`config.mk`:
```
export PLATFORM = sky130hd
export DESIGN_NAME = stpu_imem_bridge
export DESIGN_NICKNAME = d
export VERILOG_FILES = /design/src/rtl/stpu_imem_bridge_pkg.sv /design/src/rtl/stpu_sync_fifo.sv /design/src/rtl/stpu_imem_bridge.sv
export SDC_FILE = /design/constraint.sdc
export NUM_CORES = 1
export LEC_CHECK = 0
export ABC_AREA = 0
export BUFFER_PORTS_ARGS = -buffer_cell sky130_fd_sc_hd__buf_2
export CAP_MARGIN = 20
export CORE_MARGIN = 2
export CORE_UTILIZATION = 40
export DETAILED_ROUTE_END_ITERATION = 8
export PLACE_DENSITY_LB_ADDON = 0.08
export REMOVE_ABC_BUFFERS = 1
export SYNTH_ARGS = -nofsm -noshare
export SYNTH_HDL_FRONTEND = slang
export SYNTH_HIERARCHICAL = 1
export SYNTH_SLANG_ARGS = --single-unit
```
`constraint.sdc`:
```
create_clock -name clk -period 8.1 [get_ports clk]
set_input_delay 2.43 -clock clk [delete_from_list [all_inputs] [get_ports clk]]
set_output_delay 2.43 -clock clk [all_outputs]
set_load 0.005 [all_outputs]
```
`src/rtl/stpu_imem_bridge_pkg.sv`:
```
// -----------------------------------------------------------------------------
// stpu_imem_bridge_pkg
// Shared constants for the stpu instruction-fetch bridge: default memory
// latency, response buffer depth, memory base address and the encoding of
// the per-response fault flag carried alongside each instruction word.
// -----------------------------------------------------------------------------
package stpu_imem_bridge_pkg;

    localparam int          STPU_IMEM_MEM_LAT    = 1;
    localparam int          STPU_IMEM_FIFO_DEPTH = 4;
    localparam logic [31:0] STPU_IMEM_BASE_ADDR  = 32'h0000_0000;

    // Fault flag stored as the MSB of every buffered response.
    typedef enum logic {
        STPU_IMEM_OK    = 1'b0,
        STPU_IMEM_FAULT = 1'b1
    } stpu_imem_status_e;

endpackage

```
`src/rtl/stpu_sync_fifo.sv`:
```
// -----------------------------------------------------------------------------
// stpu_sync_fifo
// First-word fall-through synchronous FIFO with a synchronous clear.
//   clk      : clock, rising edge
//   rst      : asynchronous active-low reset
//   i_clr    : synchronous clear (wins over push/pop)
//   i_push   : write i_wdata (accepted when not full, or full with a pop)
//   i_wdata  : write data
//   i_pop    : consume the head entry (ignored when empty)
//   o_rdata  : head entry, valid whenever o_empty = 0
//   o_full   : DEPTH entries stored
//   o_empty  : no entries stored
// -----------------------------------------------------------------------------
module stpu_sync_fifo #(
    parameter int WIDTH = 33,
    parameter int DEPTH = 4
) (
    input  logic             clk,
    input  logic             rst,
    input  logic             i_clr,
    input  logic             i_push,
    input  logic [WIDTH-1:0] i_wdata,
    input  logic             i_pop,
    output logic [WIDTH-1:0] o_rdata,
    output logic             o_full,
    output logic             o_empty
);

    localparam int AW = $clog2(DEPTH);

    logic [WIDTH-1:0] r_mem [DEPTH];
    logic [AW-1:0]    r_wptr;
    logic [AW-1:0]    r_rptr;
    logic [AW:0]      r_cnt;
    logic             w_wr;
    logic             w_rd;

    assign o_full  = (r_cnt == (AW+1)'(DEPTH));
    assign o_empty = (r_cnt == '0);
    assign w_rd    = i_pop & ~o_empty;
    assign w_wr    = i_push & (~o_full | w_rd);
    assign o_rdata = r_mem[r_rptr];

    // NOTE: storage has no reset; validity is tracked by r_cnt alone, so the
    // array can map onto plain RAM/register cells without reset wiring.
    always_ff @(posedge clk) begin
        if (w_wr && !i_clr) begin
            r_mem[r_wptr] <= i_wdata;
        end
    end

    // NOTE: state registers use non-blocking assignments so every flop
    // samples pre-edge values regardless of statement order.
    always_ff @(posedge clk or negedge rst) begin
        if (!rst) begin
            r_wptr <= '0;
            r_rptr <= '0;
            r_cnt  <= '0;
        end else if (i_clr) begin
            r_wptr <= '0;
            r_rptr <= '0;
            r_cnt  <= '0;
        end else begin
            if (w_wr) r_wptr <= r_wptr + AW'(1);
            if (w_rd) r_rptr <= r_rptr + AW'(1);
            case ({w_wr, w_rd})
                2'b10:   r_cnt <= r_cnt + (AW+1)'(1);
                2'b01:   r_cnt <= r_cnt - (AW+1)'(1);
                default: r_cnt <= r_cnt;
            endcase
        end
    end

endmodule

```
`src/rtl/stpu_imem_bridge.sv`:
```
// -----------------------------------------------------------------------------
// stpu_imem_bridge
// Instruction-fetch bridge between the stpu core fetch port and a synchronous
// instruction memory with MEM_LAT cycles of read latency. Up to FIFO_DEPTH
// fetches may be outstanding; responses return in grant order through a
// fall-through buffer, faults (misaligned / out of range) are reported
// in-order, and flush_i discards everything in flight.
//   clk, rst         : clock; asynchronous active-low reset
//   fetch_req_i/addr : core fetch request and byte address
//   fetch_gnt_o      : request accepted this cycle
//   fetch_rvalid_o   : response available (rdata/fault held until rready)
//   fetch_rdata_o    : instruction, 0 on fault
//   fetch_fault_o    : response is a fault
//   fetch_rready_i   : core consumes the response
//   flush_i          : drop all in-flight and buffered fetches
//   mem_ce_o/addr_o  : memory read enable and word address
//   mem_rdata_i      : memory data, MEM_LAT cycles after mem_ce_o
// -----------------------------------------------------------------------------
module stpu_imem_bridge
    import stpu_imem_bridge_pkg::*;
#(
    parameter int                ADDR_W     = 32,
    parameter int                DATA_W     = 32,
    parameter int                MEM_AW     = 10,
    parameter logic [ADDR_W-1:0] BASE_ADDR  = ADDR_W'(STPU_IMEM_BASE_ADDR),
    parameter int                MEM_LAT    = STPU_IMEM_MEM_LAT,
    parameter int                FIFO_DEPTH = STPU_IMEM_FIFO_DEPTH
) (
    input  logic              clk,
    input  logic              rst,
    input  logic              fetch_req_i,
    input  logic [ADDR_W-1:0] fetch_addr_i,
    output logic              fetch_gnt_o,
    output logic              fetch_rvalid_o,
    output logic [DATA_W-1:0] fetch_rdata_o,
    output logic              fetch_fault_o,
    input  logic              fetch_rready_i,
    input  logic              flush_i,
    output logic              mem_ce_o,
    output logic [MEM_AW-1:0] mem_addr_o,
    input  logic [DATA_W-1:0] mem_rdata_i
);

    localparam int                DEPTH   = 2 ** MEM_AW;
    localparam int                CNT_W   = $clog2(FIFO_DEPTH + 1);
    localparam logic [ADDR_W-1:0] DEPTH_A = ADDR_W'(DEPTH);

    logic [ADDR_W-1:0]  w_off;
    stpu_imem_status_e  w_status;
    logic               w_gnt;
    logic               w_push;
    logic               w_pop;
    logic               w_full;
    logic               w_empty;
    logic [DATA_W:0]    w_wdata;
    logic [DATA_W:0]    w_rdata;
    logic [MEM_LAT-1:0] r_vld;
    logic [MEM_LAT-1:0] r_flt;
    logic [CNT_W-1:0]   r_cnt;

    // NOTE: every signal driven here gets a default first, so no path through
    // the block leaves a value unassigned and no latch is inferred.
    always_comb begin
        w_off    = fetch_addr_i - BASE_ADDR;
        w_status = STPU_IMEM_OK;
        if ((fetch_addr_i[1:0] != 2'b00) || (fetch_addr_i < BASE_ADDR) ||
            ((w_off >> 2) >= DEPTH_A)) begin
            w_status = STPU_IMEM_FAULT;
        end
        // rst gates the grant so a held request cannot leak through in reset.
        w_gnt      = rst & fetch_req_i & ~flush_i & (r_cnt < CNT_W'(FIFO_DEPTH));
        mem_ce_o   = w_gnt & (w_status == STPU_IMEM_OK);
        mem_addr_o = '0;
        if (w_gnt) begin
            mem_addr_o = w_off[MEM_AW+1:2];
        end
    end

    assign fetch_gnt_o = w_gnt;

    // Latency pipeline: bit 0 is the cycle after the grant; the top bit lines
    // up with the cycle the memory returns data for that grant.
    always_ff @(posedge clk or negedge rst) begin
        if (!rst) begin
            r_vld <= '0;
            r_flt <= '0;
        end else if (flush_i) begin
            r_vld <= '0;
            r_flt <= '0;
        end else begin
            r_vld <= MEM_LAT'({r_vld, w_gnt});
            r_flt <= MEM_LAT'({r_flt, (w_status == STPU_IMEM_FAULT)});
        end
    end

    assign w_push  = r_vld[MEM_LAT-1] & ~flush_i;
    assign w_wdata = r_flt[MEM_LAT-1] ? {1'b1, {DATA_W{1'b0}}} : {1'b0, mem_rdata_i};
    assign w_pop   = ~w_empty & fetch_rready_i & ~flush_i;

    stpu_sync_fifo #(
        .WIDTH (DATA_W + 1),
        .DEPTH (FIFO_DEPTH)
    ) u_rsp_fifo (
        .clk     (clk),
        .rst     (rst),
        .i_clr   (flush_i),
        .i_push  (w_push),
        .i_wdata (w_wdata),
        .i_pop   (w_pop),
        .o_rdata (w_rdata),
        .o_full  (w_full),
        .o_empty (w_empty)
    );

    assign fetch_rvalid_o = ~w_empty;
    assign fetch_rdata_o  = w_empty ? '0 : w_rdata[DATA_W-1:0];
    assign fetch_fault_o  = ~w_empty & w_rdata[DATA_W];

    // Outstanding count: in-flight plus buffered. Bounding grants by this
    // count guarantees the buffer always has room when data returns.
    always_ff @(posedge clk or negedge rst) begin
        if (!rst) begin
            r_cnt <= '0;
        end else if (flush_i) begin
            r_cnt <= '0;
        end else begin
            case ({w_gnt, w_pop})
                2'b10:   r_cnt <= r_cnt + CNT_W'(1);
                2'b01:   r_cnt <= r_cnt - CNT_W'(1);
                default: r_cnt <= r_cnt;
            endcase
        end
    end

    always_ff @(posedge clk) begin
        if (rst) begin
            assert (!(w_push && w_full && !w_pop))
                else $error("stpu_imem_bridge: response buffer overflow");
        end
    end

endmodule

```
Yosys cells after proc, flatten, opt, wreduce, memory -nomap -nowiden
Memory sizes are Yosys's and may differ from the RTL's.
Index checks and enable logic that the tools add are counted.

word-level totals
  input bits = 69
  memories = 1
  output and inout port bits = 46
  flip-flop bits (word level) = 12
  memory bits (writable) = 132

memory list
  name              depth  width  read ports  clocked after memory_dff  write ports  RTL line              source
  u_rsp_fifo.r_mem  4      33     1           0                         1            stpu_sync_fifo.sv:31  logic [WIDTH-1:0] r_mem [DEPTH];

operators by class
  bitwise gates (word level) = 15
  reductions and logical operators = 10
  equal/unequal tests = 5
  $lt $le $gt $ge = 3
  mux-type cells = 16
  add/subtract/negate cells = 6

operators by type and width
  cell                                                                            count
  33-bit two-way mux                                                              1
  32-bit by 1-bit less-than comparator with 1-bit output (second input constant)  1
  32-bit two-way mux                                                              1
  30-bit by 11-bit >= comparator with 1-bit output (second input constant)        1
  3-bit one-hot mux with 2 select lines                                           2
  1-bit AND                                                                       10
  10-bit two-way mux                                                              1
  2-bit two-way mux                                                               4
  3-bit by 1-bit adder with 3-bit output (second input constant)                  2
  3-bit two-way mux                                                               2
  2-bit nonzero test                                                              3
  3-bit nonzero test                                                              2
  3-bit by 1-bit subtractor with 3-bit output (second input constant)             2
  1-bit two-way mux                                                               5
  2-bit by 1-bit adder with 2-bit output (second input constant)                  2
  2-bit by 1-bit == test with 1-bit output (second input constant)                2
  2-bit == test (second input constant)                                           2
  1-bit inverter                                                                  4
  3-bit == test (second input constant)                                           1
  3-bit logical NOT                                                               1
  3-bit less-than comparator (second input constant)                              1
  1-bit logical OR                                                                2
  1-bit logical AND                                                               1
  1-bit logical NOT                                                               1
  1-bit bitwise OR                                                                1

Depth between registers and ports, before layout
  depth in word-level cells = 10
  gate-level depth with buffers = 11

Cells and area by module
The synthesis kept the hierarchy.

modules (own cells, without submodules)
  module            cells an instance  seq. area each (sq um)  times used  area each (sq um)
  stpu_sync_fifo    239                4139.0                  1           5336.4
  stpu_imem_bridge  113                125.1                   1           837.1

Worst setup path before layout
OpenSTA, ideal clock, no wires.

  path kind = input to output
  start = input port flush_i
  end = output port mem_addr_o[1]
  path slack = 2.496 ns
  buffers on the path = 1
  data required time = 5.670 ns
  arrival = 3.174 ns
  stages = 3
  path through = and4bb_2 > clkbuf_1 > and2_1

between the ends
  word-level cells in the longest chain between the ends = 4

RTL lines
  item                    RTL line                source
  from (decl)             stpu_imem_bridge.sv:38  input logic flush_i,
  1-bit inverter          stpu_imem_bridge.sv:71  w_gnt = rst & fetch_req_i & ~flush_i & (r_cnt < CNT_W'(FIFO_DEPTH));
  1-bit AND (2 in a row)  stpu_imem_bridge.sv:71
  named net fetch_gnt_o   stpu_imem_bridge.sv:33  output logic fetch_gnt_o,
  10-bit two-way mux      stpu_imem_bridge.sv:74  if (w_gnt) begin
  to (decl)               stpu_imem_bridge.sv:40  output logic [MEM_AW-1:0] mem_addr_o,

The timed path passes the listed nets, and every way through them passes these cells.

Final worst setup path
  start = input port rst
  end = output port mem_ce_o

between the ends
  word-level cells in the longest chain between the ends = 4

RTL lines
  item                    RTL line                source
  from (decl)             stpu_imem_bridge.sv:30  input logic rst,
  1-bit AND (3 in a row)  stpu_imem_bridge.sv:71
  1-bit AND               stpu_imem_bridge.sv:72  mem_ce_o = w_gnt & (w_status == STPU_IMEM_OK);
  to (decl)               stpu_imem_bridge.sv:39  output logic mem_ce_o,

Every way passes these cells.

==> flow_summary.ini <==
[sta]
worst_pin_slew_ns = 0.969
slew_headroom = 0.354
period_minus_slack_ns = 5.92
clock.fmax_mhz = 169
finalHoldViolations = 0
grt_setup_unrepaired = no
setup_violations = 0
drv_slew = 0
tns_ns = 0
clock_skew_ns = 0.00798
min_period_over_period = 0.731

[route]
via_count = 3378
m1WireLength_um = 5210
ant_nets = 0
dr_wl_met2_um = 6280
drc = 0
dr_wl_met3_um = 449
wl_per_cell_um = 18.1
dr.pass1.iters = 4
routed_wl_um = 12100
dr.max_layer_used = met4
drt_iter0_drc = 206
via_per_inst = 5.06

[clocking]
post_cts_buffers = 0
clockBufferDepth = 2
cts_buffers = 17
clkSlewWorstSetupHoldPaths_ns = 0.05
cts-root-buf = clkbuf_16
clock-sinks = 144
cts_hold_buf = 0
htreeDepth = 4
post_cts_resized = 0
clock_latency_ns = 0.41
cts_tree = yes

[synthesis]
synth.area.mux_share = 0.128
synth-edff-count = 132
synth_area_leaders = edfxtp_1 64%, mux4_2 12%, nor2b_1 6.8%
yosys.area_share.xor_xnor = 0.00426
synth_commonest_cells = 132 x edfxtp_1, 67 x nor2b_1, 33 x mux4_2, 15 x and2_1, 12 x dfrtp_1
synth_simple_gate_area_frac = 0.121
synth.most_common_cell = edfxtp_1
synth_area_per_cell_um2 = 17.5
synthAdderAreaFrac = 0.0146
synth_top_area_frac = 0.642
ys_warn_count = 6
postSynthCellCount = 352
synth_cell_types = 47
synth_top_family_by_area = multiplexers
synth-compound-area-share = 0.0207
synth-seq-area-share = 0.691
synthArstFlopShare = 0.0833
synth_area_leader_cell = edfxtp_1
ys.flop_type = edfxtp_1
syn_area_mm2 = 0.00617
ys_seq_elements = 144

[setup_path]
path_max_fanout = 16
reg2reg_depth = 6
cp.required_ns = 5.67
worstSetupPathType = primary input to output pin
r2r-start = u_rsp_fifo/r_cnt[0]$_DFFE_PN0P_
cp-start-kind = primary input
r2r_slack_ns = 4.98
worst_r2r_endpoint = u_rsp_fifo/r_mem[0][31]$_DFFE_PP_
end_kind = output pin
crit_arrival_ns = 3.49

[floorplan]
ios = 115
die_area_mm2 = 0.0164
start_util = 0.408
placementRows = 45
die_h_um = 128
core_area_mm2 = 0.0151
die_x_um = 128

[cells_and_area]
drive_gt1_frac = 0.385
fin_util = 0.492
fin_nets = 542
syn2layout_area_growth_pct = 20.6
diodes = 0

[power_and_ir_drop]
sw_frac_of_total = 0.191
p_int_uw = 1290
p_leak_uw = 0.00273
seqPwrFrac = 0.513
p_comb_frac = 0.038
powerDensity_mw_per_mm2 = 215
power.share.clock = 0.449
p_switching_uw = 305
vdd_drop_max_mv = 0.152

[hold_path]
worstHoldEndpoint = r_vld$_DFF_PN0_
hold_path.class = register to register
min_path_cells = 1
worstHoldStart = r_cnt[2]$_DFFE_PN0P_

[grt]
grt_pass1_vias = 3578
grt_max_degree = 36
grt_pass1_wl_um = 19000
grt_usage = 0.159
grt_overflow = 0
antenna_found_initial = 0

[flow_run]
maxCapViolCount = 0

[placed_design]
globalplace.congestion = 0.686
dp_hpwl_um = 6910
numPortBuffers = 114

[status]
outcome = complete, no violations
-- worst max path at each step --
stage | from | to | slack [ns]
after floorplan | flush_i | mem_ce_o | 2.61
after global placement | rst | mem_ce_o | 2.20
after detailed placement | rst | mem_ce_o | 2.14
after CTS | rst | mem_ce_o | 2.14
after global routing | rst | mem_ce_o | 2.06
final | rst | mem_ce_o | 2.18
-- cell type report --
type                            count  area (µm²)
Multi-Input combinational cell    181        1790
Tap cell                          188         235
Sequential cell                   144        4270
Clock inverter                      8        88.8
Inverter                            6        22.5
Timing Repair Buffer              117         593
Fill cell                        1312        7700
Clock buffer                       24         452
-- through the flow --
step                      cells  power, µW  area (µm²)  setup slack, ns  hold WS [ns]
after floorplan             331        862        6070             2.61         0.458
after global routing        668       1660        7450             2.06         0.548
after CTS                   668       1620        7450             2.14         0.510
after global placement      636        896        6910             2.20         0.498
after detailed placement    636        898        6910             2.14         0.502
final                       668       1600        7450             2.18         0.510
-- flip-flops by register name (all words and copies together) (netlist names) --
register / count
u_rsp_fifo/r_mem: 132
r_flt: 1
r_cnt: 3
r_vld: 1
u_rsp_fifo/r_wptr: 2
u_rsp_fifo/r_cnt: 3
u_rsp_fifo/r_rptr: 2
-- cells by family after synthesis --
kind of cell             after synthesis
flip-flops                           144
AND/OR/NAND/NOR                      116
multiplexers                          37
buffers and inverters                 27
AO/OA/AOI/OAI                         19
adder cells (fa/ha/maj)                6
XOR/XNOR                               3
-- layout by cell type, fill, tap and decap left out, types with 3 or more instances in the layout --
cell type  instances
buf_2            114
o21ai_0            4
clkinv_1           3
ha_1               4
and2_1            11
clkbuf_1           7
nor2_1             6
inv_1              4
nor4_1             6
a21oi_1            3
dfrtp_1           10
and2_2             4
clkbuf_16         17
nor2b_1           67
mux4_2            33
and2b_1            3
edfxtp_1         132
buf_4              3
-- power by group through the flow --
stage	logic, µW	clock network, µW	registers, µW
floorplan	27.0	0	835
global placement	60.0	0	836
detailed placement	61.9	0	836
CTS	62.1	736	821
global route	68.5	771	821
finish	60.5	718	821
-- worst max-delay path, cell delays in order --
cell and delay, ns:
buf_2 0.27, and4bb_2 0.45, and4_1 0.22, buf_2 0.11
-- metal layers --
metal | GRT usage | vias up
li1 | - | 1586
met1 | 0.199 | 1717
met2 | 0.262 | 67
met3 | 0.0472 | 8
met4 | 0.0614 | 0
met5 | 0 | -
(Power assumes the default switching activity.)
